[src/rtl/dmem_arbiter_pkg.sv]
// rtl/dmem_arbiter_pkg.sv - shared owner encoding and memory command type for the data-memory arbiter
package dmem_arbiter_pkg;

    // Widest address/data the command struct carries; narrower XLEN uses the low bits.
    localparam int DMEM_XLEN_MAX = 64;

    typedef enum logic [1:0] {
        OWN_IDLE = 2'd0,
        OWN_CORE = 2'd1,
        OWN_EXT  = 2'd2
    } owner_e;

    typedef struct packed {
        logic [DMEM_XLEN_MAX-1:0] addr;
        logic [DMEM_XLEN_MAX-1:0] wr_data;
        logic [3:0]               size;
        logic                     read;
        logic                     write;
    } mem_cmd_t;

    function automatic owner_e other_master(input owner_e o);
        return (o == OWN_CORE) ? OWN_EXT : OWN_CORE;
    endfunction

endpackage

[src/rtl/dmem_arbiter_arb_policy.sv]
// rtl/dmem_arbiter_arb_policy.sv - next-owner selection with anti-starvation counter and round-robin pointer
module dmem_arbiter_arb_policy
    import dmem_arbiter_pkg::*;
#(
    parameter int ARB_MODE = 0,
    parameter int MAX_WAIT = 8
) (
    input  logic   i_clk,
    input  logic   i_rst_n,
    input  logic   i_core_req,
    input  logic   i_ext_req,
    output owner_e o_next_owner
);

    localparam logic [7:0] MAX_WAIT_C = 8'(MAX_WAIT);

    logic [7:0] wait_cnt;
    logic [7:0] wait_cnt_d;
    // rr_ptr names the master that wins the next contended cycle; never IDLE.
    owner_e     rr_ptr;
    owner_e     rr_ptr_d;
    owner_e     next_owner;

    always_comb begin
        next_owner = OWN_IDLE;
        if (i_core_req && i_ext_req) begin
            if (ARB_MODE == 0) begin
                next_owner = (wait_cnt == MAX_WAIT_C) ? OWN_EXT : OWN_CORE;
            end else begin
                next_owner = rr_ptr;
            end
        end else if (i_core_req) begin
            next_owner = OWN_CORE;
        end else if (i_ext_req) begin
            next_owner = OWN_EXT;
        end
    end

    always_comb begin
        wait_cnt_d = wait_cnt;
        if ((ARB_MODE != 0) || !i_ext_req || (next_owner == OWN_EXT)) begin
            wait_cnt_d = 8'd0;
        end else if (wait_cnt != MAX_WAIT_C) begin
            wait_cnt_d = wait_cnt + 8'd1;
        end
    end

    always_comb begin
        rr_ptr_d = rr_ptr;
        if (next_owner != OWN_IDLE) begin
            rr_ptr_d = other_master(next_owner);
        end
    end

    always_ff @(posedge i_clk or negedge i_rst_n) begin
        if (!i_rst_n) begin
            wait_cnt <= 8'd0;
            rr_ptr   <= OWN_CORE;
        end else begin
            wait_cnt <= wait_cnt_d;
            rr_ptr   <= rr_ptr_d;
        end
    end

    assign o_next_owner = next_owner;

endmodule

[src/rtl/dmem_arbiter.sv]
// rtl/dmem_arbiter.sv - shares the data-memory port between the core and an external master
// Request in N, command in N+1, read data in N+2; XLEN up to DMEM_XLEN_MAX.
module dmem_arbiter
    import dmem_arbiter_pkg::*;
#(
    parameter int XLEN     = 32,
    parameter int ARB_MODE = 0,
    parameter int MAX_WAIT = 8
) (
    input  logic            i_clk,
    input  logic            i_rst_n,
    input  logic            i_core_req,
    output logic            o_core_gnt,
    output logic            o_core_stall,
    input  logic [XLEN-1:0] i_core_addr,
    input  logic [XLEN-1:0] i_core_wr_data,
    input  logic [3:0]      i_core_size,
    input  logic            i_core_read,
    input  logic            i_core_write,
    output logic [XLEN-1:0] o_core_rd_data,
    input  logic            i_ext_req,
    output logic            o_ext_gnt,
    input  logic [XLEN-1:0] i_ext_addr,
    input  logic [XLEN-1:0] i_ext_wr_data,
    input  logic [3:0]      i_ext_size,
    input  logic            i_ext_read,
    input  logic            i_ext_write,
    output logic [XLEN-1:0] o_ext_rd_data,
    output logic            o_ext_rvalid,
    output logic [XLEN-1:0] o_mem_addr,
    output logic [XLEN-1:0] o_mem_wr_data,
    output logic [3:0]      o_mem_size,
    output logic            o_mem_read,
    output logic            o_mem_write,
    input  logic [XLEN-1:0] i_mem_rd_data
);

    owner_e   owner;
    owner_e   next_owner;
    owner_e   rd_owner;
    logic     core_stall_q;
    mem_cmd_t core_cmd;
    mem_cmd_t ext_cmd;
    mem_cmd_t mem_cmd;

    dmem_arbiter_arb_policy #(
        .ARB_MODE (ARB_MODE),
        .MAX_WAIT (MAX_WAIT)
    ) u_arb_policy (
        .i_clk        (i_clk),
        .i_rst_n      (i_rst_n),
        .i_core_req   (i_core_req),
        .i_ext_req    (i_ext_req),
        .o_next_owner (next_owner)
    );

    always_comb begin
        core_cmd                    = '0;
        core_cmd.addr[XLEN-1:0]     = i_core_addr;
        core_cmd.wr_data[XLEN-1:0]  = i_core_wr_data;
        core_cmd.size               = i_core_size;
        core_cmd.read               = i_core_read;
        core_cmd.write              = i_core_write;
        ext_cmd                     = '0;
        ext_cmd.addr[XLEN-1:0]      = i_ext_addr;
        ext_cmd.wr_data[XLEN-1:0]   = i_ext_wr_data;
        ext_cmd.size                = i_ext_size;
        ext_cmd.read                = i_ext_read;
        ext_cmd.write               = i_ext_write;
    end

    // A granted master with no strobe still owns the slot; the command is simply empty.
    always_comb begin
        mem_cmd = '0;
        case (owner)
            OWN_CORE: mem_cmd = core_cmd;
            OWN_EXT:  mem_cmd = ext_cmd;
            default:  mem_cmd = '0;
        endcase
    end

    always_ff @(posedge i_clk or negedge i_rst_n) begin
        if (!i_rst_n) begin
            owner        <= OWN_IDLE;
            rd_owner     <= OWN_IDLE;
            core_stall_q <= 1'b0;
        end else begin
            owner        <= next_owner;
            rd_owner     <= mem_cmd.read ? owner : OWN_IDLE;
            core_stall_q <= i_core_req && (next_owner != OWN_CORE);
        end
    end

    generate
        if (XLEN < DMEM_XLEN_MAX) begin : g_pad
            logic unused_pad;
            assign unused_pad = ^{mem_cmd.addr[DMEM_XLEN_MAX-1:XLEN],
                                  mem_cmd.wr_data[DMEM_XLEN_MAX-1:XLEN]};
        end
    endgenerate

    assign o_core_gnt     = (owner == OWN_CORE);
    assign o_ext_gnt      = (owner == OWN_EXT);
    assign o_core_stall   = core_stall_q;
    assign o_mem_addr     = mem_cmd.addr[XLEN-1:0];
    assign o_mem_wr_data  = mem_cmd.wr_data[XLEN-1:0];
    assign o_mem_size     = mem_cmd.size;
    assign o_mem_read     = mem_cmd.read;
    assign o_mem_write    = mem_cmd.write;
    // The core's write-back stage samples read data without a valid.
    assign o_core_rd_data = i_mem_rd_data;
    assign o_ext_rd_data  = i_mem_rd_data;
    assign o_ext_rvalid   = (rd_owner == OWN_EXT);

endmodule

[config.mk]
export PLATFORM = sky130hd
export DESIGN_NAME = dmem_arbiter
export DESIGN_NICKNAME = d
export VERILOG_FILES = /design/src/rtl/dmem_arbiter_pkg.sv /design/src/rtl/dmem_arbiter_arb_policy.sv /design/src/rtl/dmem_arbiter.sv
export SDC_FILE = /design/constraint.sdc
export NUM_CORES = 1
export LEC_CHECK = 0
export ABC_AREA = 1
export BUFFER_PORTS_ARGS = -buffer_cell sky130_fd_sc_hd__buf_2
export CAP_MARGIN = 20
export CORE_AREA = 2 2 123 125
export CTS_CLUSTER_SIZE = 12
export DETAILED_ROUTE_END_ITERATION = 7
export DIE_AREA = 0 0 125 127
export PLACE_DENSITY = 0.55
export SETUP_SLACK_MARGIN = 0.1
export SYNTH_ARGS = -nofsm -noshare
export SYNTH_HDL_FRONTEND = slang
export SYNTH_SLANG_ARGS = --single-unit
export TNS_END_PERCENT = 50
[constraint.sdc]
create_clock -name i_clk -period 1.7 [get_ports i_clk]
set_clock_uncertainty 0.15 [all_clocks]
set_input_delay 0.085 -clock i_clk [delete_from_list [all_inputs] [get_ports i_clk]]
set_output_delay 0.085 -clock i_clk [all_outputs]
set_load 0.02 [all_outputs]
**Word-level counts from Yosys, hierarchy flattened**

Cells that the tools add are included.

- Add/sub/neg operators: 1
- Multiply operators: 0
- Div/mod/pow operators: 0
- Magnitude comparators: 0
- Equal/unequal tests: 7
- Shift-type cells: 0
- Multiplexer cells: 8
- Bitwise logic cells: 0
- Reduce and logical (&&, ||, !) cells: 5

Operator list:

| kind | count |
|---|---|
| case mux 102 bit (2 select lines) | 1 |
| 2-to-1 mux 8 bit | 2 |
| 2-to-1 mux 2 bit | 5 |
| adder 8 x 1 -> 8 bit, second input constant | 1 |
| equality test 8 x 4 -> 1 bit, second input constant | 1 |
| inequality test 8 x 4 -> 1 bit, second input constant | 1 |
| equality test 2 bit, second input constant | 3 |
| equality test 2 x 1 -> 1 bit, second input constant | 1 |
| logical AND 1 bit | 2 |
| inequality test 2 x 1 -> 1 bit, second input constant | 1 |
| nonzero test 2 bit | 1 |
| zero test 1 bit | 1 |
| logical OR 1 bit | 1 |

- Register bits after elaboration: 13
- Bits in latches: 0
- Memory bits (writable): 0
- Bits in read-only memories: 0
- Input bits: 176
- Output and inout port bits: 138
- Word-level logic and storage cells: 25
- Memories kept: 0

**Longest topological paths before layout**

- Depth after elaboration: 6
- Gate-level depth with buffers: 7

**Cells and area by module**

From an unflattened synthesis, not the netlist that was laid out.

- Cell total of the unflattened synthesis: 378
- Area, all modules: 2190.9 um2

Modules (own cells, without submodules):

| module | instances | cells an instance | area an instance (um2) | seq. area each (um2) |
|---|---|---|---|---|
| dmem_arbiter | 1 | 317 | 1716.6 | 125.1 |
| dmem_arbiter_arb_policy | 1 | 61 | 474.2 | 200.2 |

**Worst setup path after synthesis**

Ideal clock, no wire load.

- Path kind: flip-flop to output port
- From: reg owner[1]
- To: out o_mem_addr[0]
- Arrival time: 1471 ps
- Data required time: 1465 ps
- Slack: -6 ps
- Stages on the path, launching flop included: 7
- Buffers on the path: 2
- Cell sequence: dfrtp_1 -> inv_1 -> ha_1 -> buf_4 -> buf_2 -> nand2_1 -> a21oi_1

- Cells in the longest elaborated chain, start to end: 2

RTL lines:

| element | line | source |
|---|---|---|
| from (decl) | dmem_arbiter.sv:38 | `owner_e owner;` |
| from (signal assigned) | dmem_arbiter.sv:88 | `owner <= next_owner;` |
| equality test 2 x 1 -> 1 bit | - |  |
| net o_core_gnt | dmem_arbiter.sv:13 | `output logic o_core_gnt,` |
| case mux 102 bit (2 select lines) | dmem_arbiter.sv:75 | `case (owner)` |
| to (decl) | dmem_arbiter.sv:30 | `output logic [XLEN-1:0] o_mem_addr,` |

The timed path passes the listed nets, and every way through them passes these cells.

**Worst setup path in the final report**

- From: reg owner[1]
- To: out o_mem_addr[6]

- Cells in the longest elaborated chain, start to end: 2

RTL lines:

| element | line |
|---|---|
| equality test 2 bit / equality test 2 x 1 -> 1 bit (equally long branches) | dmem_arbiter.sv:75 |
| case mux 102 bit (2 select lines) (*) | dmem_arbiter.sv:75 |

Every way passes the cells marked *; elsewhere a longest branch is shown, timed or not.

==> summary.md <==
| Metric | Value |
|---|---|
| Total wire length | 10.25 mm |
| N_diodes | 0 |
| Max Freq | 547.2 MHz |
| Worst setup EP type | primary output |
| Post-route setup slack | -0.1276 ns |
| Initial antenna violation count | 1 |
| Final setup fails | 70 |
| Num CTS Buffers | 3 |
| Area grow syn2layout | 92.02% |
| Num ports | 314 |
| Die Y | 127 µm |
| Max_cap viols | 0 |
| Number of global-route vias before repair | 2630 |
| Clock-pin slew on the worst setup and hold paths | 0.04 ns |
| Hold slack | 0.02001 ns |
| Total number of vias | 2874 |
| Core box area | 0.01442 mm² |
| Tmin final | 1.828 ns |
| Gate count of the mapped netlist | 371 |
| Die area | 0.01588 mm² |
| Pre-Repair DR Iteration Count | 4 |
| Sequential fraction of the synthesis area | 15.37% |
| Row count | 44 |
| Crit Reg-Reg Endpoint | rd_owner[0] |
| Worst VDD drop | 485.0 µV |
| Outcome | complete, but fails checks |
| Pin count of the biggest net entering global routing | 31 |
| Prevailing post-synth register cell | dfrtp_1 |
| Ys Warns | 0 |
| Synth Net Count | 551 |
| Worst skew pair latency | 0.24 ns |
| Critical path type | register to primary output |
| Clock root buffer | clkbuf_16 |
| Final TNS setup | -6.574 ns |
| Final Hold Viols | 0 |
| Req. time, crit path | 1.46 ns |
| Port bufs | 217 |
| Worst r2r path cells | 6 |
| Vias per inst | 3.997 |
| First-pass GRT wire length | 14.06 mm |
| CTS Sinks | 13 |
| FILL cells | 1597 |
| Count leader, synth | nand2_1 |
| Tot Pwr | 1.802 mW |
| Gpl congestion | 0.7017 |
| Initial Util | 14.68% |
| Yosys top cell by area | nand2_1 |
| Worst-Margin Slew | 0.2897 ns |
| Hold Path Sink | o_core_rd_data[14] |
| Reg2Reg Setup Slack | 0.11 ns |
| Startpoint types | register |
| Arr. time, crit path | 1.59 ns |
| Routed Antenna Nets | 0 |
| Failing checks | setup timing |
| Leak Pwr | 1.909 nW |
| Yosys top cell area share | 27.30% |
| Post-place setup slack | 0.06985 ns |
| Hold path startpoint | i_mem_rd_data[14] |
| Gr ovfl total | 0 |
| Post-synth EDFFs | 0 |
| Syn Area/Cell | 5.706 µm² |
| Seq cells post-synth | 13 |
| Drt initial violations | 84 |
| Worst min-delay path class | input pin to primary output |
| Pwr/cell area | 443.3 mW/mm² |
| Synth unique cells | 18 |
| Layout cell share with drive strength beyond 1 | 62.06% |
| Synth cell count leaders | 154 x nand2_1, 70 x a21oi_1, 67 x buf_4 |
| Unrepaired setup endpoints after global routing | yes |
| Final layout net count | 716 |
| GR Util All Layers | 10.90% |
| CTS Buffer Depth | 2 |
| Die width | 125 µm |
| Wire length per cell | 14.26 µm |
| FF-to-FF Start | owner[1] |
| TritonCTS clock tree | built |
| Final slew viol count | 0 |
| Top post-synthesis cells by area | nand2_1 27%, buf_4 24%, a21oi_1 17% |
| Slew Limit Headroom | 80.69% |
| Remaining DRCs | 0 |
| Mapped Area | 0.002117 mm² |
| H-tree depth | 1 |
| Async set or reset register ratio after synthesis | 100.0% |
| DPL Wire Length | 6.797 mm |
| Worst Path Max Fanout | 6 |
| Crit share post-route | 107.5% |
| Hold path cells | 0 |
[state kept, by name, indices dropped and copies added (netlist names)]
register / cells
rd_owner: 2
o_core_stall: 1
owner: 2
u_arb_policy.wait_cnt: 8
[metrics by stage]
| stage | utilization (%) | area (µm²) | instances |
|---|---|---|---|
| 2_1_floorplan | - | 2342 | 371 |
| 3_3_place_gp | 22.41 | 3232 | 696 |
| 4_1_cts | 25.44 | 3670 | 712 |
| 3_5_place_dp | 22.41 | 3232 | 696 |
| 5_1_grt | 28.18 | 4065 | 719 |
| 6_report | 28.18 | 4065 | 719 |
[logic make-up after synthesis]
group | share of synthesized area (%)
simple gates | 31.91
buf+inv | 30.61
compound gates | 18.50
flops | 15.37
fa+ha+maj | 2.364
xor+xnor | 1.241
[area by class of cell]
cell class | instances | area [µm²] | share of cell area [%]
clock buffers | 4 | 78.83 | 1.939
inverters | 11 | 41.29 | 1.016
flip-flops and latches | 13 | 325.3 | 8.002
multi-input cells | 259 | 1516 | 37.30
well taps | 184 | 230.2 | 5.663
repair buffers | 248 | 1873 | 46.08
[critical path, stage by stage, from the launching register on]
cell and delay, ns:
dfrtp_1 0.39, inv_2 0.08, ha_4 0.15, buf_12 0.14, buf_12 0.12, clkbuf_16 0.15, nand2_2 0.06, a21oi_2 0.12
buf_4 0.14
[cells in the final DEF (no fill, tap or decap), types with 2 or more instances in the layout]
master / count
clkbuf_16: 7
nand2_4: 8
buf_6: 35
buf_4: 34
ha_4: 2
nand3_1: 5
buf_12: 8
a21oi_4: 4
inv_2: 2
a21oi_2: 56
dfrtp_1: 13
nand2_1: 136
xor2_1: 2
nand2_2: 10
dlygate4sd3_1: 3
buf_2: 159
ha_1: 2
nor2_1: 17
a21oi_1: 10
inv_1: 9
buf_16: 5
[metal layers]
| metal | wire length, µm | global-route usage, % | up-vias |
|---|---|---|---|
| li1 | - | - | 1436 |
| met1 | 4366 | 13.51 | 1241 |
| met2 | 4800 | 18.51 | 181 |
| met3 | 971 | 3.685 | 16 |
| met4 | 114 | 2.222 | 0 |
| met5 | 0 | 0 | - |
[how the worst max path moves through the flow]
stage                     startpoint                 to  cells past startpoint
final                       owner[1]      o_mem_addr[6]                      8
after global routing        owner[0]  o_mem_wr_data[12]                      7
after CTS                   owner[1]  o_mem_wr_data[14]                      5
after detailed placement    owner[1]  o_mem_wr_data[31]                      7
after global placement      owner[1]     o_mem_addr[31]                      7
after floorplan             owner[0]      o_mem_size[2]                      6
[report_power, final]
group | switching [mW] | internal, mW | total [mW]
logic | 0.536 | 0.498 | 1.03
clock network | 0.130 | 0.316 | 0.446
registers | 0.00565 | 0.316 | 0.322
total | 0.671 | 1.13 | 1.80
[timing repair]
action | in CTS | in global routing
setup endpoints to repair | 71 | 73
gates cloned | 4 | 5
hold endpoints to repair | 16 | 0
pin swaps | 1 | 15
hold buffers | 3 | 0
buffers inserted | 5 | 2
gates resized for setup | 58 | 77
Power figures use the tool's default switching activity.
